===== src/rtl/adder_pkg.sv =====
// Shared types and configuration helpers for the chunked serial adder.
package adder_pkg;

   typedef enum logic [1:0] {IDLE, RUN, DONE} state_t;

   function automatic int unsigned calc_n_chunk(input int unsigned n_bit,
                                                input int unsigned chunk);
      return n_bit / chunk;
   endfunction

   // True when the width can be split evenly into chunks of at least two bits.
   function automatic bit chunk_cfg_ok(input int unsigned n_bit, input int unsigned chunk);
      return (chunk >= 2) && (chunk <= n_bit) && ((n_bit % chunk) == 0);
   endfunction

endpackage


===== src/rtl/ripple_carry_adder.sv =====
// Combinational ripple-carry adder with carry-out and signed-overflow flags.
module ripple_carry_adder #(
   parameter int unsigned N_BIT = 8
) (
   input  logic [N_BIT-1:0] i_a,
   input  logic [N_BIT-1:0] i_b,
   input  logic             i_carry,
   output logic [N_BIT-1:0] o_sum,
   output logic             o_carry,
   output logic             o_overflow
);

   logic [N_BIT:0] w_c;

   always_comb begin
      w_c    = '0;
      o_sum  = '0;
      w_c[0] = i_carry;
      for (int i = 0; i < N_BIT; i++) begin
         o_sum[i]  = i_a[i] ^ i_b[i] ^ w_c[i];
         w_c[i+1]  = (i_a[i] & i_b[i]) | (w_c[i] & (i_a[i] ^ i_b[i]));
      end
   end

   assign o_carry    = w_c[N_BIT];
   // Signed overflow: carry into the MSB differs from carry out of it.
   assign o_overflow = w_c[N_BIT] ^ w_c[N_BIT-1];

endmodule


===== src/rtl/chunked_serial_adder.sv =====
// Multi-cycle adder: one CHUNK-bit ripple adder reused LSB chunk first, with
// valid/ready handshakes on both sides.
module chunked_serial_adder
   import adder_pkg::*;
#(
   parameter int unsigned N_BIT = 32,
   parameter int unsigned CHUNK = 8
) (
   input  logic             clk,
   input  logic             rst,
   input  logic             in_valid,
   output logic             in_ready,
   input  logic [N_BIT-1:0] operand_1,
   input  logic [N_BIT-1:0] operand_2,
   input  logic             carry_in,
   output logic             out_valid,
   input  logic             out_ready,
   output logic [N_BIT-1:0] sum,
   output logic             carry_out,
   output logic             overflow
);

   localparam int unsigned N_CHUNK = calc_n_chunk(N_BIT, CHUNK);
   localparam int unsigned CNT_W   = (N_CHUNK > 1) ? $clog2(N_CHUNK) : 1;
   localparam logic [CNT_W-1:0] LAST_CNT = CNT_W'(N_CHUNK - 1);

   if (!chunk_cfg_ok(N_BIT, CHUNK)) begin : g_bad_cfg
      $error("chunked_serial_adder: N_BIT must be a multiple of CHUNK and CHUNK >= 2");
   end

   state_t           r_state;
   state_t           w_next_state;
   logic [N_BIT-1:0] r_op1;
   logic [N_BIT-1:0] r_op2;
   logic [N_BIT-1:0] r_sum;
   logic [N_BIT-1:0] w_sum_next;
   logic             r_carry;
   logic [CNT_W-1:0] r_cnt;
   logic             r_carry_out;
   logic             r_overflow;
   logic [CHUNK-1:0] w_chunk_sum;
   logic             w_chunk_carry;
   logic             w_chunk_ovf;
   logic             w_last;

   ripple_carry_adder #(
      .N_BIT(CHUNK)
   ) u_rca (
      .i_a       (r_op1[CHUNK-1:0]),
      .i_b       (r_op2[CHUNK-1:0]),
      .i_carry   (r_carry),
      .o_sum     (w_chunk_sum),
      .o_carry   (w_chunk_carry),
      .o_overflow(w_chunk_ovf)
   );

   assign w_last    = (r_cnt == LAST_CNT);
   assign in_ready  = (r_state == IDLE);
   assign out_valid = (r_state == DONE);
   assign sum       = r_sum;
   assign carry_out = r_carry_out;
   assign overflow  = r_overflow;

   // New chunk enters at the top so the LSB chunk ends up at the bottom.
   always_comb begin
      w_sum_next                   = r_sum >> CHUNK;
      w_sum_next[N_BIT-1 -: CHUNK] = w_chunk_sum;
   end

   always_comb begin
      w_next_state = r_state;
      unique case (r_state)
         IDLE:    if (in_valid) w_next_state = RUN;
         RUN:     if (w_last) w_next_state = DONE;
         DONE:    if (out_ready) w_next_state = IDLE;
         default: w_next_state = IDLE;
      endcase
   end

   always_ff @(posedge clk or posedge rst) begin
      if (rst) begin
         r_state     <= IDLE;
         r_op1       <= '0;
         r_op2       <= '0;
         r_sum       <= '0;
         r_carry     <= 1'b0;
         r_cnt       <= '0;
         r_carry_out <= 1'b0;
         r_overflow  <= 1'b0;
      end else begin
         r_state <= w_next_state;
         case (r_state)
            IDLE: begin
               if (in_valid) begin
                  r_op1   <= operand_1;
                  r_op2   <= operand_2;
                  r_carry <= carry_in;
                  r_cnt   <= '0;
               end
            end
            RUN: begin
               r_sum   <= w_sum_next;
               r_op1   <= r_op1 >> CHUNK;
               r_op2   <= r_op2 >> CHUNK;
               r_carry <= w_chunk_carry;
               r_cnt   <= r_cnt + CNT_W'(1);
               if (w_last) begin
                  r_carry_out <= w_chunk_carry;
                  r_overflow  <= w_chunk_ovf;
               end
            end
            default: ;
         endcase
      end
   end

endmodule


===== config.mk =====
export PLATFORM = sky130hd
export DESIGN_NAME = chunked_serial_adder
export DESIGN_NICKNAME = d
export VERILOG_FILES = /design/src/rtl/adder_pkg.sv /design/src/rtl/ripple_carry_adder.sv /design/src/rtl/chunked_serial_adder.sv
export SDC_FILE = /design/constraint.sdc
export NUM_CORES = 1
export LEC_CHECK = 0
export ABC_AREA = 1
export CELL_PAD_IN_SITES_DETAIL_PLACEMENT = 1
export CELL_PAD_IN_SITES_GLOBAL_PLACEMENT = 1
export CORE_MARGIN = 2
export CORE_UTILIZATION = 37
export CTS_CLUSTER_SIZE = 16
export DETAILED_ROUTE_END_ITERATION = 8
export PLACE_DENSITY_LB_ADDON = 0.25
export SLEW_MARGIN = 5
export SYNTH_ARGS = -nofsm -noshare
export SYNTH_HDL_FRONTEND = slang
export SYNTH_SLANG_ARGS = --single-unit

===== constraint.sdc =====
create_clock -name clk -period 4.2 [get_ports clk]
set_clock_uncertainty 0.1 [all_clocks]
set_input_delay 0.84 -clock clk [delete_from_list [all_inputs] [get_ports clk]]
set_output_delay 0.84 -clock clk [all_outputs]
set_load 0.01 [all_outputs]

==> results of run 1 <==
==> final timing paths <==
kind / from / end / slack (ns) / depth (start not counted)
setup / recovery: r_op1[0] / sum[31] / 0.26 / 12
hold / removal: sum[1] / sum[1] / 0.38 / 2
max in group asynchronous: rst / sum[31] / 2.44 / 3
hold reg to reg: sum[1] / sum[1] / 0.38 / 2
min in group asynchronous: rst / r_op1[21] / 0.83 / 2
setup reg to reg: r_op1[0] / sum[31] / 0.26 / 12
==> registers in the layout (all words and copies together) (netlist names) <==
name and flops:
r_cnt 2, r_op2 32, r_op1 32, overflow 1
sum 32, r_state 2, r_carry 1, carry_out 1
==> worst register-to-register path, delay by kind of cell, from the launching register on <==
kind	cells	cell delay, ns
adders and majority gates	8	2.98
DFF	1	0.41
buffers and inverters	3	0.23
AOI/OAI and AO/OA	1	0.16
==> cell usage after synthesis <==
cell / n
nand2_1: 246
nand3_1: 116
inv_1: 106
dfrtp_1: 103
o21ai_0: 19
clkbuf_1: 17
buf_2: 14
fa_1: 8
buf_6: 5
nor2_1: 3
buf_4: 2
nor2_2: 2
a21oi_1: 1
ha_1: 1
inv_2: 1
nand2_2: 1
nand2_4: 1
o21ai_1: 1
o31ai_1: 1
or2_2: 1
xnor2_1: 1
==> cell type report <==
cell class                 count  area share
clock buffer                   9      0.0348
clock inverter                 7      0.0133
inverter                     107      0.0625
multi-input combinational    402       0.286
sequential                   103       0.399
tap                          176      0.0340
timing repair buffer         111       0.171
==> per-stage QoR <==
step	util	std cells	area, um2	hold WS, ns	worst slack [ns]
final	0.488	915	6470	0.382	0.256
after global placement	0.465	899	6160	0.359	0.368
after global routing	0.488	915	6470	0.412	0.0809
after detailed placement	0.465	899	6160	0.366	0.242
after CTS	0.488	915	6470	0.386	0.224
after floorplan	-	650	5030	0.350	0.470
==> routing by layer <==
| layer | global-route usage | part of all wire | wire [um] |
|---|---|---|---|
| met3 | 0.0292 | 0.038 | 504 |
| met5 | 0 | 0 | 0 |
| met4 | 0.0640 | 0.019 | 250 |
| met1 | 0.261 | 0.46 | 6010 |
| met2 | 0.313 | 0.48 | 6350 |
==> power by group <==
part,internal (mW),leakage (nW),total [mW],switching [mW]
registers,1.47,1.28,1.78,0.312
logic,0.934,1.99,2.38,1.44
clock network,0.476,0.150,0.880,0.404
==> kinds of logic after synthesis <==
kind of cell             after synthesis
AND/OR/NAND/NOR                      370
buffers and inverters                145
flip-flops                           103
AO/OA/AOI/OAI                         22
adder cells (fa/ha/maj)                9
XOR/XNOR                               1
==> out/metrics.cfg, run 1 <==
[timing]
period_minus_slack_ns=3.94
hold_viol=0
max_freq_mhz=254
tightest_slew_ns=0.859
rsz0062_at_grt=no
fin_crit_sh=0.939
finalSetupViolCount=0
slew_headroom=0.428
slew_viol_final=0
finalSetupTns_ns=0

[run_status]
status=complete, no violations

[layout]
diodes=0
fill_cells=1637
syn2layout_area_growth_pct=28.6
drive_above_1_share=0.0433
final_cell_mix=nand2_1 (245), nand3_1 (116), inv_1 (105)
regArea_um2=2580
layout.nets=812
final_common_cell=nand2_1
multiInputGateArea_um2=1850

[critical_path]
worst-path-buf-inv=3
slowest_stage=fa_1
worstSetupEndpointType=flop
worstSetupPathType=reg -> reg
path_max_fanout=2
worstSetupStartpointType=flop
crit_top_cell=fa_1
cpLargestDelayFamily=adder cells
path_cells=fa_1 -> inv_1 -> fa_1 -> inv_1 -> fa_1 -> fa_1 -> fa_1 -> fa_1 -> fa_1 -> inv_1 -> fa_1 -> o21ai_0
crit_path_max_incr_delay_ns=0.43
cp.required_ns=4.36
crit_arrival_ns=4.10

[synthesis]
synth_seq_cells=103
synth.top_cells.by_area=dfrtp_1 (51%), nand2_1 (18%), nand3_1 (12%)
syn-num-nets=728
synth-simple-area-share=0.308
synth.cell_area_um2=5030
yosys_warnings=0
synth_top_family_by_area=simple AND/OR/NAND/NOR gates
synthAdderAreaFrac=0.0343
synth_cell_type_count=21
synthMuxAreaShare=0
yosysSeqAreaShare=0.512
synth.top_cell.area_share=0.512
synth-compound-area-share=0.0224
synth_xor_area_frac=0.00174
synth.avg_cell_area_um2=7.74
syn_inst=650
netlist.top_cell.by_area=dfrtp_1

[detailed_routing]
drt_iter0_drc=287
via_count=4389
avgRoutedWirePerCell_um=14.3
drc=0
wirelength_mm=13.1
drtPass1Iterations=4
ant_nets=0
viasPerCell=4.80

[power]
vdd_drop_max_uv=454
power_density_nw_per_um2=779
p_leak_nw=3.42
power_mw=5.04

[die]
num_rows=42
initial_core_util=0.380
core_area_um2=13200
die_width_um=121
ios=105
dieArea_um2=14500
die_h_um=121

[placed_design]
gp_congestion=0.782
portBuffers=104
hpwl_mm=8.86

[grt]
antenna_found_initial=0
grt_pass1_wl_mm=22.3
grt_usage=0.191
grt_pass1_vias=4529
gr-total-overflow=0
grt_max_degree=91

[cts]
postCtsSetupBuffers=0
cts_max_path_buffers=2
h-tree-depth=3
clk_pin_slew_ns=0.07
ctsRootBufferMaster=clkbuf_16
cts_resized=0
hold_buffers=0
cts_buffers=9
worstSkewPairLatency_ns=0.35
cts_tree=done
cts_sinks=103

[job]
maxCapViolations=0

[min_path]
hold_class=reg -> reg

Power figures use the tool's default switching activity.
==> inputs of run 2 (changes only) <==
--- a/config.mk
+++ b/config.mk
@@ -5,11 +5,12 @@
 export SDC_FILE = /design/constraint.sdc
 export NUM_CORES = 1
 export LEC_CHECK = 0
-export ABC_AREA = 1
+export ABC_AREA = 0
+export CAP_MARGIN = 10
 export CELL_PAD_IN_SITES_DETAIL_PLACEMENT = 1
 export CELL_PAD_IN_SITES_GLOBAL_PLACEMENT = 1
 export CORE_MARGIN = 2
-export CORE_UTILIZATION = 37
+export CORE_UTILIZATION = 39
 export CTS_CLUSTER_SIZE = 16
 export DETAILED_ROUTE_END_ITERATION = 8
 export PLACE_DENSITY_LB_ADDON = 0.25
==> run 2 against run 1 <==
  * Non-clock buffer count fell by 1
  * Sequential power rose by 7%
  * Flip-flop and latch count is the same
  * Via count down 12%
  * Register-to-register slack worse by 0.02 ns
  * Synthesized cell count down 27%
  * Total power decreased by 0.68%
  * Setup slack worse by 0.020 ns
  * Die area shrank 7.9%
  * Area after synthesis decreased by 3.2%
  * Design area fell by 4.5%
  * Worst hold slack worse by 0.0087 ns
  * Critical path type unchanged
==> out/metrics.cfg, run 2 <==
[detailed_routing]
ant_nets=0  ; unchanged
drc=0  ; unchanged
via_count=3877  ; -12%
avgRoutedWirePerCell_um=18.4  ; +28%
drt_iter0_drc=237  ; -17%
wirelength_mm=13.4  ; +1.8%
viasPerCell=5.33  ; +11%
drtPass1Iterations=4  ; unchanged

[synthesis]
synthAdderAreaFrac=0.0355  ; +0.00114
synthMuxAreaShare=0  ; unchanged
synth_xor_area_frac=0.00180  ; +0.0000577
syn-num-nets=551  ; -24%
synth.avg_cell_area_um2=10.3  ; +33%
synth-simple-area-share=0.153  ; -0.155
syn_inst=473  ; -27%
yosys_warnings=0  ; unchanged
synth_seq_cells=103  ; unchanged
synthArstFlopShare=1.00  ; unchanged
post-synth-top-count-cell=nand2_1
synth.top_cells.by_area=dfrtp_1 (53%), nand2_1 (8.1%), o22ai_1 (7.5%)
synth_flop_cell=dfrtp_1
synth-compound-area-share=0.211  ; +0.189
synth_common_cells=nand2_1 (105), dfrtp_1 (103), o22ai_1 (58)
yosysSeqAreaShare=0.529  ; +0.0170
netlist.top_cell.by_area=dfrtp_1
synth_top_family_by_area=compound AO/OA/AOI/OAI gates
synth_cell_type_count=35  ; +67%
synth.top_cell.area_share=0.529  ; +0.0170
synth-edff-count=0  ; unchanged
synth.cell_area_um2=4870  ; -3.2%

[timing]
hold_viol=0  ; unchanged
finalSetupViolCount=0  ; unchanged
max_freq_mhz=252  ; -0.51%
slew_headroom=0.311  ; -0.116
period_minus_slack_ns=3.96  ; +0.0201 ns
rsz0062_at_grt=no
slew_viol_final=0  ; unchanged
finalSetupTns_ns=0  ; unchanged
fin_crit_sh=0.944  ; +0.00478
tightest_slew_ns=1.03  ; +0.173 ns
worst_slack_ns=0.236  ; -0.0201 ns

[power]
p_leak_nw=2.62  ; -24%
p_sw_mw=2.05  ; -5.2%
power_frac_seq=0.379  ; +0.026
power_density_nw_per_um2=810  ; +4.0%
p_int_mw=2.95  ; +2.7%
swShare=0.409  ; -0.0196
power_mw=5.00  ; -0.68%
vdd_drop_max_uv=432  ; -4.9%
power_frac_comb=0.452  ; -0.020
clock_power_share=0.168  ; -0.007

[placed_design]
hpwl_mm=8.91  ; +0.49%
portBuffers=104  ; unchanged
post-place-ws_ns=0.285  ; +0.0435 ns
postPlaceCellArea_um2=5890  ; -4.4%
gp_congestion=0.761  ; -2.7%

[cts]
h-tree-depth=3  ; unchanged
ctsRootBufferMaster=clkbuf_16
cts_resized=0  ; unchanged
hold_buffers=0  ; unchanged
cts_buffers=9  ; unchanged
cts_max_path_buffers=2  ; unchanged
cts_tree=done
cts_sinks=103  ; unchanged
worstSkewPairLatency_ns=0.35  ; about the same
postCtsSetupBuffers=0  ; unchanged
clk_pin_slew_ns=0.07  ; about the same

[critical_path]
worstSetupStartpointType=flop
cp.required_ns=4.38  ; +0.02 ns
path_max_fanout=3  ; +1
reg2regPathDepth=12  ; unchanged
worstSetupPathType=reg -> reg
worstReg2RegEnd=sum[31]
crit-reg2reg-launch=r_op1[0]
worstSetupEndpointType=flop
crit_arrival_ns=4.14  ; +0.04 ns
reg2reg_slack_ns=0.24  ; -0.02 ns

[layout]
diodes=0  ; unchanged
layout.nets=632  ; -22%
syn2layout_area_growth_pct=26.9
final_cell_mix=nand2_1 (105), dfrtp_1 (103), clkdlybuf4s50_1 (103)
drive_above_1_share=0.129  ; +0.0855
final_common_cell=nand2_1
post-route-cell-area_um2=6180  ; -4.5%
fin_util=0.510  ; +0.0217

[min_path]
hold_depth=2  ; unchanged
min-delay-start=sum[2]
hold_class=reg -> reg
min_to=sum[2]

[grt]
grtUsageMet1=0.289  ; +0.0272
gr-usage-met2=0.340  ; +0.0279
gr-total-overflow=0  ; unchanged
grt_pass1_wl_mm=21.5  ; -3.6%
grt_max_degree=67  ; -26%
grt_pass1_vias=4105  ; -9.4%
met3_usage=0.0272  ; -0.00205
grt_usage=0.208  ; +0.0168
antenna_found_initial=0  ; unchanged
busiest_layer=met2

[die]
die_width_um=116  ; -4.0%
dieArea_um2=13400  ; -7.9%
core_area_um2=12100  ; -8.5%
ios=105  ; unchanged
initial_core_util=0.402  ; +0.0221
num_rows=40  ; -4.8%
die_h_um=116  ; -4.0%

[run_status]
status=complete, no violations

[job]
maxCapViolations=0  ; unchanged

[run 2: cell count changes after synthesis, moves of 8 or more]
cell      previous run  this run
nand3_1            116         0
o22ai_2              0        14
nand2_1            246       105
nor3_1               0        26
buf_6                5        13
nor3_2               0        10
clkbuf_1            17         5
a21oi_2              0        14
inv_1              106         9
o22ai_1              0        58
a21oi_1              1        23
nor2_1               3        13
[run 2: critical path: stages (launching register included)]
cell and delay [ns]:
dfrtp_1 0.43, fa_1 0.44, inv_1 0.08, fa_1 0.16
inv_1 0.05, fa_1 0.39, fa_1 0.41, fa_1 0.39
fa_1 0.39, fa_1 0.42, inv_1 0.09, fa_1 0.41
o21ai_1 0.13
[run 2: layout make-up]
class / instances / area [um2]
Fill cell: 1367 / 5930
Sequential cell: 103 / 2580
Multi-Input combinational cell: 319 / 1960
Timing Repair Buffer: 110 / 1090
Clock buffer: 12 / 246
Tap cell: 168 / 210
Clock inverter: 4 / 45.0
Inverter: 11 / 43.8
[run 2: cells by family (layout without fill, tap and decap cells)]
kind of cell / count (synthesis) / count (layout)
DFF: 103 / 103
xor gates and xnor gates: 1 / 1
adders and majority gates: 9 / 9
AOI/OAI and AO/OA: 145 / 145
and+or+nand+nor: 164 / 164
buffers and inverters: 51 / 137
[run 2: worst max-delay path by stage]
stage | from | endpoint | depth (start not counted)
floorplan | r_op1[0] | sum[31] | 12
global placement | r_op1[0] | sum[31] | 12
detailed placement | r_op1[0] | sum[31] | 12
CTS | r_op1[0] | sum[31] | 12
global route | r_op1[0] | sum[31] | 12
finish | r_op1[0] | sum[31] | 12
[run 2: per-stage QoR]
stage	instances	hold WS [ns]
5_1_grt	727	0.410
6_report	727	0.373
3_5_place_dp	711	0.362
4_1_cts	727	0.379
3_3_place_gp	711	0.357
2_1_floorplan	473	0.351
[run 2: power groups by stage]
stage               Sequential [mW]  Combinational [mW]  Clock, mW
finish                         1.90                2.26      0.842
floorplan                      1.85                1.62          0
global route                   1.97                2.53      0.893
global placement               1.88                2.18          0
detailed placement             1.92                2.27          0
CTS                            1.90                2.29      0.851
[run 2: routing by layer]
layer | vias up | wire length (um)
met5 | - | 0
li1 | 1828 | -
met2 | 73 | 6550
met4 | 0 | 187
met3 | 14 | 456
met1 | 1962 | 6160
